## src/rtl/beam_weight_ctrl.sv

```systemverilog
// Double-buffered phase-shifter weight controller: writes land in a shadow set,
// which is armed by commit and copied to the active outputs on the next sample_tick.
// Optional beam-2 sweep rotation is compiled in with BEAM_SWEEP_EN.
module beam_weight_ctrl #(
    parameter int unsigned SWEEP_DIV = 1024
) (
    input  logic       clock,
    input  logic       reset,
    input  logic       sample_tick,
    input  logic       wr_valid,
    output logic       wr_ready,
    input  logic [1:0] wr_addr,
    input  logic [4:0] wr_data,
    input  logic       commit,
    input  logic       sweep_on,
    output logic [4:0] w_cos_1,
    output logic [4:0] w_sin_1,
    output logic [4:0] w_cos_2,
    output logic [4:0] w_sin_2,
    output logic       pending,
    output logic       applied
);

    typedef enum logic [1:0] {
        ST_IDLE  = 2'd0,
        ST_LOAD  = 2'd1,
        ST_ARMED = 2'd2
    } state_t;

    localparam logic [4:0] COS_RST = 5'h0F;
    localparam logic [4:0] SIN_RST = 5'h00;

    state_t     state_q;
    logic       wr_ready_q;
    logic       pending_q;
    logic       applied_q;
    logic [4:0] shadow_q [0:3];
    logic [4:0] shadow_d [0:3];
    logic [4:0] active_q [0:3];
    logic [4:0] active_d [0:3];
    logic       wr_accept_s;
    logic       apply_s;

    assign wr_accept_s = wr_valid & wr_ready_q;
    assign apply_s     = (state_q == ST_ARMED) & sample_tick;

`ifdef BEAM_SWEEP_EN
    localparam logic [15:0] SWEEP_LAST = 16'(SWEEP_DIV - 1);

    logic [15:0] sweep_cnt_q;
    logic [15:0] sweep_cnt_d;
    logic        rotate_s;

    // Negation clamped to the 5-bit range: -(-16) becomes +15.
    function automatic logic [4:0] neg_sat(input logic [4:0] x);
        if (x == 5'h10) begin
            return 5'h0F;
        end else begin
            return 5'(~x + 5'd1);
        end
    endfunction

    // Sweep tick counter; it only runs while idle or loading and restarts on apply.
    always_comb begin
        rotate_s    = 1'b0;
        sweep_cnt_d = sweep_cnt_q;
        if (!sweep_on || apply_s) begin
            sweep_cnt_d = 16'd0;
        end else if (sample_tick && (state_q != ST_ARMED)) begin
            if (sweep_cnt_q == SWEEP_LAST) begin
                sweep_cnt_d = 16'd0;
                rotate_s    = 1'b1;
            end else begin
                sweep_cnt_d = sweep_cnt_q + 16'd1;
            end
        end else begin
            sweep_cnt_d = sweep_cnt_q;
        end
    end

    // Sweep counter register.
    always_ff @(posedge clock) begin
        if (reset) begin
            sweep_cnt_q <= 16'd0;
        end else begin
            sweep_cnt_q <= sweep_cnt_d;
        end
    end
`else
    logic [16:0] unused_cfg_s;
    assign unused_cfg_s = {sweep_on, 16'(SWEEP_DIV)};
`endif

    // Next shadow/active contents; application takes priority over a sweep rotation.
    always_comb begin
        shadow_d = shadow_q;
        active_d = active_q;
        if (wr_accept_s) begin
            shadow_d[wr_addr] = wr_data;
        end else begin
            shadow_d = shadow_q;
        end
        if (apply_s) begin
            active_d = shadow_q;
`ifdef BEAM_SWEEP_EN
        end else if (rotate_s) begin
            active_d[2] = active_q[3];
            active_d[3] = neg_sat(active_q[2]);
`endif
        end else begin
            active_d = active_q;
        end
    end

    // Weight register files.
    always_ff @(posedge clock) begin
        if (reset) begin
            shadow_q[0] <= COS_RST;
            shadow_q[1] <= SIN_RST;
            shadow_q[2] <= COS_RST;
            shadow_q[3] <= SIN_RST;
            active_q[0] <= COS_RST;
            active_q[1] <= SIN_RST;
            active_q[2] <= COS_RST;
            active_q[3] <= SIN_RST;
        end else begin
            shadow_q <= shadow_d;
            active_q <= active_d;
        end
    end

    // Control FSM with registered handshake and status outputs.
    always_ff @(posedge clock) begin
        if (reset) begin
            state_q    <= ST_IDLE;
            wr_ready_q <= 1'b1;
            pending_q  <= 1'b0;
            applied_q  <= 1'b0;
        end else begin
            case (state_q)
                ST_IDLE: begin
                    applied_q <= 1'b0;
                    if (wr_accept_s) begin
                        state_q    <= ST_LOAD;
                        wr_ready_q <= 1'b1;
                        pending_q  <= 1'b1;
                    end else begin
                        state_q    <= ST_IDLE;
                        wr_ready_q <= 1'b1;
                        pending_q  <= 1'b0;
                    end
                end
                ST_LOAD: begin
                    applied_q <= 1'b0;
                    pending_q <= 1'b1;
                    if (commit) begin
                        state_q    <= ST_ARMED;
                        wr_ready_q <= 1'b0;
                    end else begin
                        state_q    <= ST_LOAD;
                        wr_ready_q <= 1'b1;
                    end
                end
                ST_ARMED: begin
                    if (sample_tick) begin
                        state_q    <= ST_IDLE;
                        wr_ready_q <= 1'b1;
                        pending_q  <= 1'b0;
                        applied_q  <= 1'b1;
                    end else begin
                        state_q    <= ST_ARMED;
                        wr_ready_q <= 1'b0;
                        pending_q  <= 1'b1;
                        applied_q  <= 1'b0;
                    end
                end
                default: begin
                    state_q    <= ST_IDLE;
                    wr_ready_q <= 1'b1;
                    pending_q  <= 1'b0;
                    applied_q  <= 1'b0;
                end
            endcase
        end
    end

    assign wr_ready = wr_ready_q;
    assign pending  = pending_q;
    assign applied  = applied_q;
    assign w_cos_1  = active_q[0];
    assign w_sin_1  = active_q[1];
    assign w_cos_2  = active_q[2];
    assign w_sin_2  = active_q[3];

endmodule

```

## config.mk

```make
export PLATFORM = sky130hd
export DESIGN_NAME = beam_weight_ctrl
export DESIGN_NICKNAME = d
export VERILOG_FILES = /design/src/rtl/beam_weight_ctrl.sv
export SDC_FILE = /design/constraint.sdc
export NUM_CORES = 1
export LEC_CHECK = 0
export CAP_MARGIN = 20
export CORE_ASPECT_RATIO = 0.9
export CORE_UTILIZATION = 55
export DETAILED_ROUTE_END_ITERATION = 8
export GPL_ROUTABILITY_DRIVEN = 0
export PLACE_DENSITY = 0.84
export SLEW_MARGIN = 20
export SYNTH_ARGS = -nofsm -noshare
export SYNTH_HDL_FRONTEND = slang
export SYNTH_SLANG_ARGS = --single-unit
export TNS_END_PERCENT = 20
```

## constraint.sdc

```tcl
create_clock -name clock -period 3.2 [get_ports clock]
set_clock_uncertainty 0.05 [all_clocks]
set_input_delay 0.32 -clock clock [delete_from_list [all_inputs] [get_ports clock]]
set_output_delay 0.32 -clock clock [all_outputs]
set_load 0.1 [all_outputs]
```

### After elaboration in Yosys (flattened, before gate mapping)

Cells that the tools add are included.

| storage, ports and cells | value |
|---|---|
| register bits | 45 |
| input port bits | 13 |
| output and inout port bits | 23 |
| word-level logic and storage cells | 36 |

| operators by class | value |
|---|---|
| magnitude comparators | 2 |
| eq/ne operators | 2 |
| multiplexer cells | 13 |
| bitwise operators | 4 |
| reduce and logical (&&, ||, !) cells | 3 |

Operator list:

| kind | count |
|---|---|
| 20-bit bitwise mux | 1 |
| 5-bit demux with 2-bit select | 1 |
| 2-bit case mux with 3 select lines | 1 |
| 1-bit 2-to-1 mux | 5 |
| 5-bit 2-to-1 mux | 1 |
| 2-bit 2-to-1 mux | 2 |
| 3-bit >= comparator, second input constant | 1 |
| 3-bit by 1-bit less-than comparator with 1-bit output, second input constant | 1 |
| 2-bit NOT with 3-bit output | 1 |
| 1-bit case mux with 3 select lines | 1 |
| 1-bit bitwise AND | 2 |
| 2-bit by 1-bit == test with 1-bit output, second input constant | 1 |
| 2-bit == test, second input constant | 1 |
| 2-bit logical NOT | 1 |
| 1-bit case mux with 2 select lines | 1 |
| 2-bit OR reduction | 1 |
| 1-bit logical AND | 1 |
| 1-bit NOT | 1 |

### Longest topological paths before layout

Gate-level depths: netlist (run 1).

| logic depth | value |
|---|---|
| depth after elaboration | 6 |
| depth in mapped cells | 6 |
| gate-level depth less buffers | 4 |

### Least setup slack after synthesis (run 1)

OpenSTA, ideal clock, no wires.

| path | value |
|---|---|
| path type | register to register |
| start | register wr_ready_q, in the netlist wr_ready |
| end | register shadow_q[19] (netlist bit) |
| library setup time | 72 ps |
| data arrival time | 1,657 ps |
| data required time | 3,078 ps |
| slack | 1,421 ps |
| stages on the path, launching flop included | 4 |
| buffers on the path | 1 |
| period minus slack after synthesis | 1,779 ps |
| cell sequence | dfxtp_1 -> and4bb_2 -> buf_6 -> mux2i_1 |

| on the way | value |
|---|---|
| cells in the longest elaborated chain, start to end | 1 |

RTL lines:

| what | line | text |
|---|---|---|
| start: declaration | 34 | `logic wr_ready_q;` |
| start signal: assignment | 136 | `wr_ready_q <= 1'b1;` |
| start signal: assignment | 145 | `wr_ready_q <= 1'b1;` |
| start signal: assignment | 149 | `wr_ready_q <= 1'b1;` |
| 1-bit bitwise AND | 44 | `assign wr_accept_s = wr_valid & wr_ready_q;` |
| end signal: assignment | 127 | `shadow_q <= shadow_d;` |
| end: declaration | 37 | `logic [4:0] shadow_q [0:3];` |

Every way passes these cells.
A chain may end at the register's enable or synchronous reset.

### Worst setup path after layout (run 1)

| path | value |
|---|---|
| start | register wr_ready_q, in the netlist wr_ready |
| end | output wr_ready |

RTL lines:

| what | line | text |
|---|---|---|
| end: declaration | 11 | `output logic wr_ready,` |

No word-level cell between the ends.

==> impl_metrics.py, run 1 <==
metrics = {
    "status": {
        "outcome": "finished, final reports clean",
    },
    "finish": {
        "syn_to_final_growth_pct": 23.53,
        "n_fill_cell": 229,
        "final_common_cell": "dfxtp_1",
        "layout_common_cells": "dfxtp_1, clkdlybuf4s50_1, mux2i_1, nand2b_1, a21oi_1",
        "diodes": 0,
        "drive_gt1_share_pct": 12.74,
        "fin_util_pct": 73.33,
        "layout.nets": 228,
    },
    "pwr": {
        "power.leakage_uw": 0.0009347,
        "power.density_nw_per_um2": 498.4,
        "ir_worst_vdd_mv": 0.3424,
    },
    "routing": {
        "post_drt_wl_per_cell_um": 13.99,
        "antenna_left": 0,
        "vias": 1371,
        "drt_iter0_markers": 97,
        "routed_wl_um": 3554,
        "drc": 0,
        "avgViaCountPerCell": 5.398,
        "first_pass_iters": 4,
    },
    "worst_setup_path": {
        "slowest_stage": "clkdlybuf4s50_1",
        "worstPathArrival_ns": 1.90,
        "critPathTopFamily": "buffers and inverters",
        "cp-start-kind": "flip-flop",
        "crit_chain": "clkdlybuf4s50_1",
        "critPathKind": "reg2out",
        "cp-startpoint": "wr_ready$_SDFF_PP1_",
        "cp_num_buf_inv": 1,
        "required_ns": 2.83,
        "crit_path_max_fanout": 6,
        "reg2reg_from": "state_q[0]$_SDFF_PP0_",
        "endpoint_kind": "output pin",
        "critical_path.max_stage_delay_ns": 1.17,
    },
    "synthesis": {
        "synth_fp_nets": 199,
        "yosysTopAreaCell": "dfxtp_1",
        "synth_top_area_share_pct": 48.00,
        "syn_area_per_cell_um2": 10.31,
        "synth_cell_type_count": 24,
        "ys_seq_area_share_pct": 48.00,
        "synth_cells": 182,
        "ys_ff_latch": 45,
        "synthTopCellsByArea": "dfxtp_1, mux2i_1, a21bo_2",
        "mappedNetlistArea_um2": 1877,
        "yosysWarnings": 0,
    },
    "sta": {
        "slew_violations": 0,
        "slew_headroom_pct": 34.50,
        "finalCritPeriodShare_pct": 70.82,
        "worstMarginPinSlew_ns": 0.9795,
        "fmax_mhz": 441.3,
        "period_needed_ns": 2.266,
        "hold_viol": 0,
        "setup_violations": 0,
        "setup_tns_ns": 0,
        "rsz0062_at_grt": "no",
    },
    "worst_hold_path": {
        "hp-class": "reg2reg",
        "min_from": "w_cos_1[0]$_SDFFE_PP1P_",
    },
    "placed_design": {
        "port_buffers": 34,
        "hpwl_um": 2402,
    },
    "clock_network": {
        "cts-root-buf": "clkbuf_8",
        "ctsHoldBuffers": 0,
        "cts_resized": 0,
        "cts_sinks": 45,
        "cts_buffer_depth": 2,
        "htree_num_levels": 2,
        "cts.reportedPaths.clkPinSlew_ns": 0.08,
        "cts_tree": "yes",
        "cts_setup_buffers": 0,
        "cts_made_buffers": 5,
        "clk_latency_ns": 0.29,
    },
    "die": {
        "ioPinCount": 36,
        "die_area_um2": 3650,
        "coreArea_um2": 3162,
        "fp.dieH_um": 57.42,
        "die_w_um": 63.58,
        "rows": 19,
        "initial_utilization_pct": 59.36,
    },
    "global_route": {
        "grt_pass1_wl_um": 6196,
        "grt_max_degree": 53,
        "antenna_found_initial": 0,
        "globalRouteTotalUtil_pct": 22.09,
        "grt_pass1_vias": 1333,
        "overflow": 0,
    },
    "run": {
        "drv_cap": 0,
    },
}
-- cell usage after synthesis --
library cell  count
a211o_1           8
nand2_1           1
nand4b_1          1
or2_2             1
and3_1            8
buf_2             5
ha_1              4
buf_6             1
and4b_1           1
nand2_4           1
nand2b_1         19
clkbuf_1          3
nor2_1           13
nand4b_2          1
dfxtp_1          45
and4bb_2          1
a21oi_1          14
mux2i_1          20
buf_4             5
inv_1             3
a31oi_1           1
nand3_1          13
a21bo_2          12
nand4_2           1
-- layer usage --
layer	global-route usage, %	part of all wire (%)	up-vias
met3	4.200	3.5	4
li1	-	-	686
met1	28.07	45	646
met5	0	0	-
met4	7.792	0.65	0
met2	37.54	50	35
-- cell families after synthesis --
family | count (synthesis) | synth area share [%]
AND/OR/NAND/NOR | 61 | 19.33
flip-flops | 45 | 48.00
AO/OA/AOI/OAI | 35 | 14.20
multiplexers | 20 | 10.67
buffers and inverters | 17 | 5.133
adder cells (fa/ha/maj) | 4 | 2.667
-- layout make-up --
class | instances | area, um2 | area share [%]
inverter | 3 | 11.26 | 0.4857
sequential | 45 | 900.9 | 38.86
tap | 42 | 52.55 | 2.267
timing repair buffer | 36 | 355.3 | 15.33
clock buffer | 7 | 86.33 | 3.724
clock inverter | 1 | 30.03 | 1.295
multi-input combinational | 120 | 882.1 | 38.05
-- final timing paths --
kind | to | slack (ns) | depth (start not counted)
max | wr_ready | 0.93 | 1
min reg2reg | w_cos_1[0]$_SDFFE_PP1P_ | 0.42 | 1
max reg2reg | w_cos_1[1]$_SDFFE_PP1P_ | 1.49 | 4
min | w_cos_1[0]$_SDFFE_PP1P_ | 0.42 | 1
-- worst register-to-register path: cells and delay by family, from the launching register on --
kind                     cells  cell delay [ns]
AND/OR/NAND/NOR              1             0.19
buffers and inverters        1             0.09
AO/OA/AOI/OAI                1             0.33
adder cells (fa/ha/maj)      1             0.60
flip-flops                   1             0.33
-- power breakdown --
group / total, uW / switching (uW) / internal, uW
Sequential: 587 / 10.1 / 576
Combinational: 139 / 90.4 / 48.2
Clock: 430 / 176 / 254
-- per-stage QoR --
step / setup slack (ns) / std cells / total power [uW] / hold slack, ns / area, um2
after floorplan: 1.421 / 182 / 700.2 / 0.3939 / 1877
final: 0.9337 / 254 / 1156 / 0.4161 / 2318
after global placement: 1.188 / 246 / 732.8 / 0.3937 / 2200
after global routing: 0.8757 / 254 / 1207 / 0.4398 / 2318
after CTS: 0.9278 / 254 / 1164 / 0.4195 / 2316
after detailed placement: 1.133 / 246 / 737.0 / 0.4032 / 2200
-- registers in the layout (all words and copies together) (netlist names) --
register	flops
state_q	2
w_cos_2	5
pending	1
applied	1
w_sin_1	5
wr_ready	1
w_sin_2	5
w_cos_1	5
shadow_q	20
Power figures use the tool's default switching activity.
==> run 2, diff against run 1 <==
--- a/config.mk
+++ b/config.mk
@@ -7,10 +7,10 @@
 export LEC_CHECK = 0
 export CAP_MARGIN = 20
 export CORE_ASPECT_RATIO = 0.9
-export CORE_UTILIZATION = 55
+export CORE_UTILIZATION = 51
 export DETAILED_ROUTE_END_ITERATION = 8
 export GPL_ROUTABILITY_DRIVEN = 0
-export PLACE_DENSITY = 0.84
+export PLACE_DENSITY = 0.79
 export SLEW_MARGIN = 20
 export SYNTH_ARGS = -nofsm -noshare
 export SYNTH_HDL_FRONTEND = slang
==> constraint.sdc (replaced) <==
create_clock -name clock -period 2.1 [get_ports clock]
set_clock_uncertainty 0.05 [all_clocks]
set_input_delay 0.21 -clock clock [delete_from_list [all_inputs] [get_ports clock]]
set_output_delay 0.21 -clock clock [all_outputs]
set_load 0.1 [all_outputs]
==> run 2 against run 1 <==
  * Clock-buffer cell count did not move
  * Critical path depth up 4
  * Register-to-register slack lost 0.93 ns
  * Largest cell class unchanged
  * Largest power group unchanged
==> impl_metrics.py, run 2 (synthesized netlist as in run 1, its figures left out) <==
metrics = {
    "status": {
        "outcome": "finished, final reports clean",
    },
    "routing": {
        "drt_iter0_markers": 67,
        "routed_wl_um": 3626,
        "avgViaCountPerCell": 5.347,
        "vias": 1385,
        "post_drt_wl_per_cell_um": 14.00,
        "first_pass_iters": 4,
        "drc": 0,
        "antenna_left": 0,
    },
    "finish": {
        "multi_input_area_um2": 879.6,
        "seq_area_um2": 900.9,
        "diodes": 0,
        "regMostFlops": "shadow_q",
        "drive_gt1_share_pct": 24.65,
        "largest_register_ffs": 20,
        "final_common_cell": "dfxtp_1",
        "syn_to_final_growth_pct": 20.87,
        "n_fill_cell": 270,
        "layout_common_cells": "dfxtp_1, buf_4, mux2i_1, nand2b_1, a21oi_1",
        "layout.nets": 231,
    },
    "sta": {
        "rsz0062_at_grt": "no",
        "whs_ns": 0.4188,
        "fin_ws_ns": 0.5595,
        "hold_viol": 0,
        "setup_violations": 0,
        "worstMarginPinSlew_ns": 0.4438,
        "slew_headroom_pct": 70.32,
        "fmax_mhz": 649.1,
        "setup_tns_ns": 0,
        "slew_violations": 0,
        "period_needed_ns": 1.541,
        "finalCritPeriodShare_pct": 73.36,
    },
    "clock_network": {
        "cts_tree": "yes",
        "cts-root-buf": "clkbuf_8",
        "cts.reportedPaths.clkPinSlew_ns": 0.08,
        "htree_num_levels": 2,
        "cts_resized": 0,
        "cts_made_buffers": 5,
        "cts_buffer_depth": 2,
        "ctsHoldBuffers": 0,
        "cts_sinks": 45,
        "clk_latency_ns": 0.30,
        "cts_setup_buffers": 0,
    },
    "worst_setup_path": {
        "slowest_stage": "dfxtp_1",
        "crit_chain": "inv_1 -> ha_1 -> buf_4 -> and3_1 -> a211o_1",
        "critical_path.max_stage_delay_ns": 0.38,
        "required_ns": 2.24,
        "worstPathArrival_ns": 1.68,
        "critPathKind": "reg2reg",
        "cp_num_buf_inv": 2,
        "endpoint_kind": "flip-flop",
        "cp-start-kind": "flip-flop",
        "critPathTopFamily": "flip-flops",
        "crit_path_max_fanout": 34,
    },
    "pwr": {
        "ir_worst_vdd_mv": 0.5144,
        "power.leakage_uw": 0.0009735,
        "power.density_nw_per_um2": 739.6,
    },
    "die": {
        "coreArea_um2": 3453,
        "fp.dieH_um": 59.55,
        "die_area_um2": 3927,
        "die_w_um": 65.95,
        "initial_utilization_pct": 54.35,
        "ioPinCount": 36,
        "rows": 20,
    },
    "global_route": {
        "globalRouteTotalUtil_pct": 20.80,
        "overflow": 0,
        "grt_pass1_wl_um": 5982,
        "grt_pass1_vias": 1380,
        "antenna_found_initial": 0,
        "grt_max_degree": 35,
    },
    "worst_hold_path": {
        "hp-class": "reg2reg",
    },
    "run": {
        "drv_cap": 0,
    },
    "placed_design": {
        "pre_cts_ws_ns": 0.4757,
        "hpwl_um": 2626,
        "port_buffers": 34,
    },
}
[run 2: changes by cell type in the layout (fill, tap and decap cells not counted), sizes merged]
| cell | delta |
|---|---|
| clkdlybuf4s50 | -23 |
| buf | +26 |
| bufinv | -1 |
| clkinv | +1 |
[run 2: metrics by stage]
| step | cell area (um2) | total power, uW | utilization [%] | cells |
|---|---|---|---|---|
| floorplan | 1877 | 1067 | - | 182 |
| detailed placement | 2167 | 1125 | 62.75 | 251 |
| finish | 2268 | 1678 | 65.69 | 259 |
| CTS | 2268 | 1694 | 65.69 | 259 |
| global placement | 2167 | 1118 | 62.75 | 251 |
| global route | 2268 | 1748 | 65.69 | 259 |
[run 2: metal layers]
metal,up-vias,share of wire (%),global-route usage (%)
met5,-,0,0
met4,0,1.7,10.03
met3,8,3.6,5.577
met2,26,50,37.76
met1,657,44,22.38
li1,694,-,-
[run 2: layout make-up]
type                       count  share of cell area [%]
clock buffer                   7                   4.247
multi-input combinational    120                   38.78
inverter                       3                  0.4964
clock inverter                 1                  0.2206
tap                           44                   2.427
sequential                    45                   39.71
timing repair buffer          39                   14.12
[run 2: worst paths after layout]
| check | slack, ns | cells after the start | start | to |
|---|---|---|---|---|
| worst min register to register | 0.42 | 1 | w_cos_1[1]$_SDFFE_PP1P_ | w_cos_1[1]$_SDFFE_PP1P_ |
| worst max-delay path | 0.56 | 5 | state_q[0]$_SDFF_PP0_ | w_cos_1[2]$_SDFFE_PP1P_ |
| worst max register to register | 0.56 | 5 | state_q[0]$_SDFF_PP0_ | w_cos_1[2]$_SDFFE_PP1P_ |
| worst min-delay path | 0.42 | 1 | w_cos_1[1]$_SDFFE_PP1P_ | w_cos_1[1]$_SDFFE_PP1P_ |
[run 2: report_power, final]
group | internal [uW] | switching, uW | total, uW
Sequential | 878 | 15.9 | 894
Combinational | 73.1 | 138 | 211
Clock | 297 | 275 | 572
Total | 1250 | 429 | 1680
==> run 3, diff against run 2 <==
==> constraint.sdc (replaced) <==
create_clock -name clock -period 1.57 [get_ports clock]
set_clock_uncertainty 0.05 [all_clocks]
set_input_delay 0.157 -clock clock [delete_from_list [all_inputs] [get_ports clock]]
set_output_delay 0.157 -clock clock [all_outputs]
set_load 0.1 [all_outputs]
==> run 3 against run 2 <==
  * Clock power up 20%
  * Sequential power up 35%
  * Worst setup slack worse by 0.39 ns
  * Global-route usage up 2.6 points
  * Design area up 15%
  * Maximum frequency up 9.7%
  * Worst hold slack better by 0.0039 ns
  * Critical path type unchanged
  * Largest cell class unchanged
  * Highest routed layer unchanged
==> impl_metrics.py, run 3 (synthesized netlist as in run 1, its figures left out) <==
metrics = {
    "status": {
        "outcome": "finished, final reports clean",
    },
    "global_route": {
        "grt_pass1_vias": 1481,
        "overflow": 0,
        "grt_pass1_wl_um": 6775,
        "antenna_found_initial": 0,
        "globalRouteTotalUtil_pct": 23.35,
        "grt_max_degree": 32,
    },
    "routing": {
        "routed_wl_um": 4148,
        "vias": 1446,
        "post_drt_wl_per_cell_um": 15.77,
        "avgViaCountPerCell": 5.498,
        "drt_iter0_markers": 76,
        "drc": 0,
        "antenna_left": 0,
        "first_pass_iters": 5,
    },
    "pwr": {
        "ir_worst_vdd_mv": 0.7103,
        "power.density_nw_per_um2": 855.1,
        "p_seq_share_pct": 54.1,
        "total_power_uw": 2228,
        "p_switching_uw": 602.1,
        "clkPwrFrac_pct": 30.7,
        "p_comb_share_pct": 15.2,
        "p_int_uw": 1626,
        "swShare_pct": 27.02,
        "power.leakage_uw": 0.001089,
    },
    "worst_setup_path": {
        "required_ns": 1.75,
        "slowest_stage": "dfxtp_1",
        "worstPathArrival_ns": 1.58,
        "cp-start-kind": "flip-flop",
        "crit_path_max_fanout": 17,
        "crit_chain": "inv_1 -> ha_4 -> buf_4 -> a21bo_2 -> a21oi_1",
        "critical_path.max_stage_delay_ns": 0.37,
        "critPathKind": "reg2reg",
        "endpoint_kind": "flip-flop",
    },
    "worst_hold_path": {
        "hp-class": "reg2reg",
    },
    "clock_network": {
        "cts_sinks": 45,
        "cts-root-buf": "clkbuf_8",
        "ctsHoldBuffers": 0,
        "cts_setup_buffers": 0,
        "cts_made_buffers": 5,
        "cts_tree": "yes",
        "cts_buffer_depth": 2,
        "cts.reportedPaths.clkPinSlew_ns": 0.08,
        "clk_latency_ns": 0.30,
        "htree_num_levels": 2,
    },
    "sta": {
        "fin_ws_ns": 0.1661,
        "fmax_mhz": 712.3,
        "slew_violations": 0,
        "period_needed_ns": 1.404,
        "slew_headroom_pct": 76.35,
        "rsz0062_at_grt": "no",
        "finalCritPeriodShare_pct": 89.42,
        "whs_ns": 0.4227,
        "worstMarginPinSlew_ns": 0.3545,
        "hold_viol": 0,
        "setup_violations": 0,
    },
    "run": {
        "drv_cap": 0,
    },
    "finish": {
        "fin_util_pct": 75.47,
        "syn_to_final_growth_pct": 38.87,
        "layout_common_cells": "dfxtp_1, buf_12, mux2i_1, nand2b_1, a21oi_1",
        "largest_register_ffs": 20,
        "diodes": 0,
        "n_fill_cell": 221,
        "layout.nets": 235,
        "regMostFlops": "shadow_q",
        "final_common_cell": "dfxtp_1",
        "drive_gt1_share_pct": 26.48,
    },
    "placed_design": {
        "port_buffers": 34,
        "pre_cts_ws_ns": -0.005531,
        "hpwl_um": 2822,
    },
    "die": {
        "initial_utilization_pct": 54.35,
        "ioPinCount": 36,
        "fp.dieH_um": 59.55,
        "coreArea_um2": 3453,
        "rows": 20,
        "die_area_um2": 3927,
        "die_w_um": 65.95,
    },
}
[run 3: repair_timing]
action	in CTS	in global routing
setup endpoints to repair	3	1
pin swaps	0	0
resized for setup	1	1
[run 3: worst max-delay path: cells and delay by family, from the launching register on]
kind / cells / cell delay (ns)
AOI/OAI and AO/OA: 2 / 0.38
buffers and inverters: 2 / 0.32
adders and majority gates: 1 / 0.22
DFF: 1 / 0.37
[run 3: layout make-up]
| type | count | area [um2] | area share, % |
|---|---|---|---|
| Clock buffer | 6 | 72.57 | 2.784 |
| Clock inverter | 2 | 10.01 | 0.3841 |
| Inverter | 3 | 11.26 | 0.4321 |
| Multi-Input combinational cell | 120 | 892.1 | 34.23 |
| Sequential cell | 45 | 902.1 | 34.61 |
| Tap cell | 44 | 55.05 | 2.112 |
| Timing Repair Buffer | 43 | 663.1 | 25.44 |
[run 3: worst paths after layout]
path         cells past startpoint  slack (ns)                startpoint                       to
min reg2reg                      2        0.42  shadow_q[2]$_SDFFE_PP0P_  w_sin_2[2]$_SDFFE_PP0P_
min                              2        0.42  shadow_q[2]$_SDFFE_PP0P_  w_sin_2[2]$_SDFFE_PP0P_
max reg2reg                      5        0.17     state_q[0]$_SDFF_PP0_  w_sin_2[0]$_SDFFE_PP0P_
max                              5        0.17     state_q[0]$_SDFF_PP0_  w_sin_2[0]$_SDFFE_PP0P_
[run 3: per-layer routing]
metal	vias up	global-route usage [%]	wire, um	share of wire (%)
met5	-	0	0	0
met4	0	6.991	69	1.7
met3	10	7.115	193	4.7
met2	40	42.13	2198	53
met1	692	26.49	1687	41
li1	704	-	-	-
[run 3: power groups by stage]
stage	clock network (uW)	logic, uW	registers, uW
after floorplan	0	125	1300
after global placement	0	319	1230
after detailed placement	0	330	1230
after CTS	697	334	1200
after global routing	743	359	1210
final	685	338	1210
[run 3: per-stage QoR]
step,instance area (um2),std cells,setup TNS (ns)
after floorplan,1878,182,0
after global placement,2511,255,0
after detailed placement,2511,255,-0.005531
after CTS,2596,263,0
after global routing,2606,263,0
final,2606,263,0
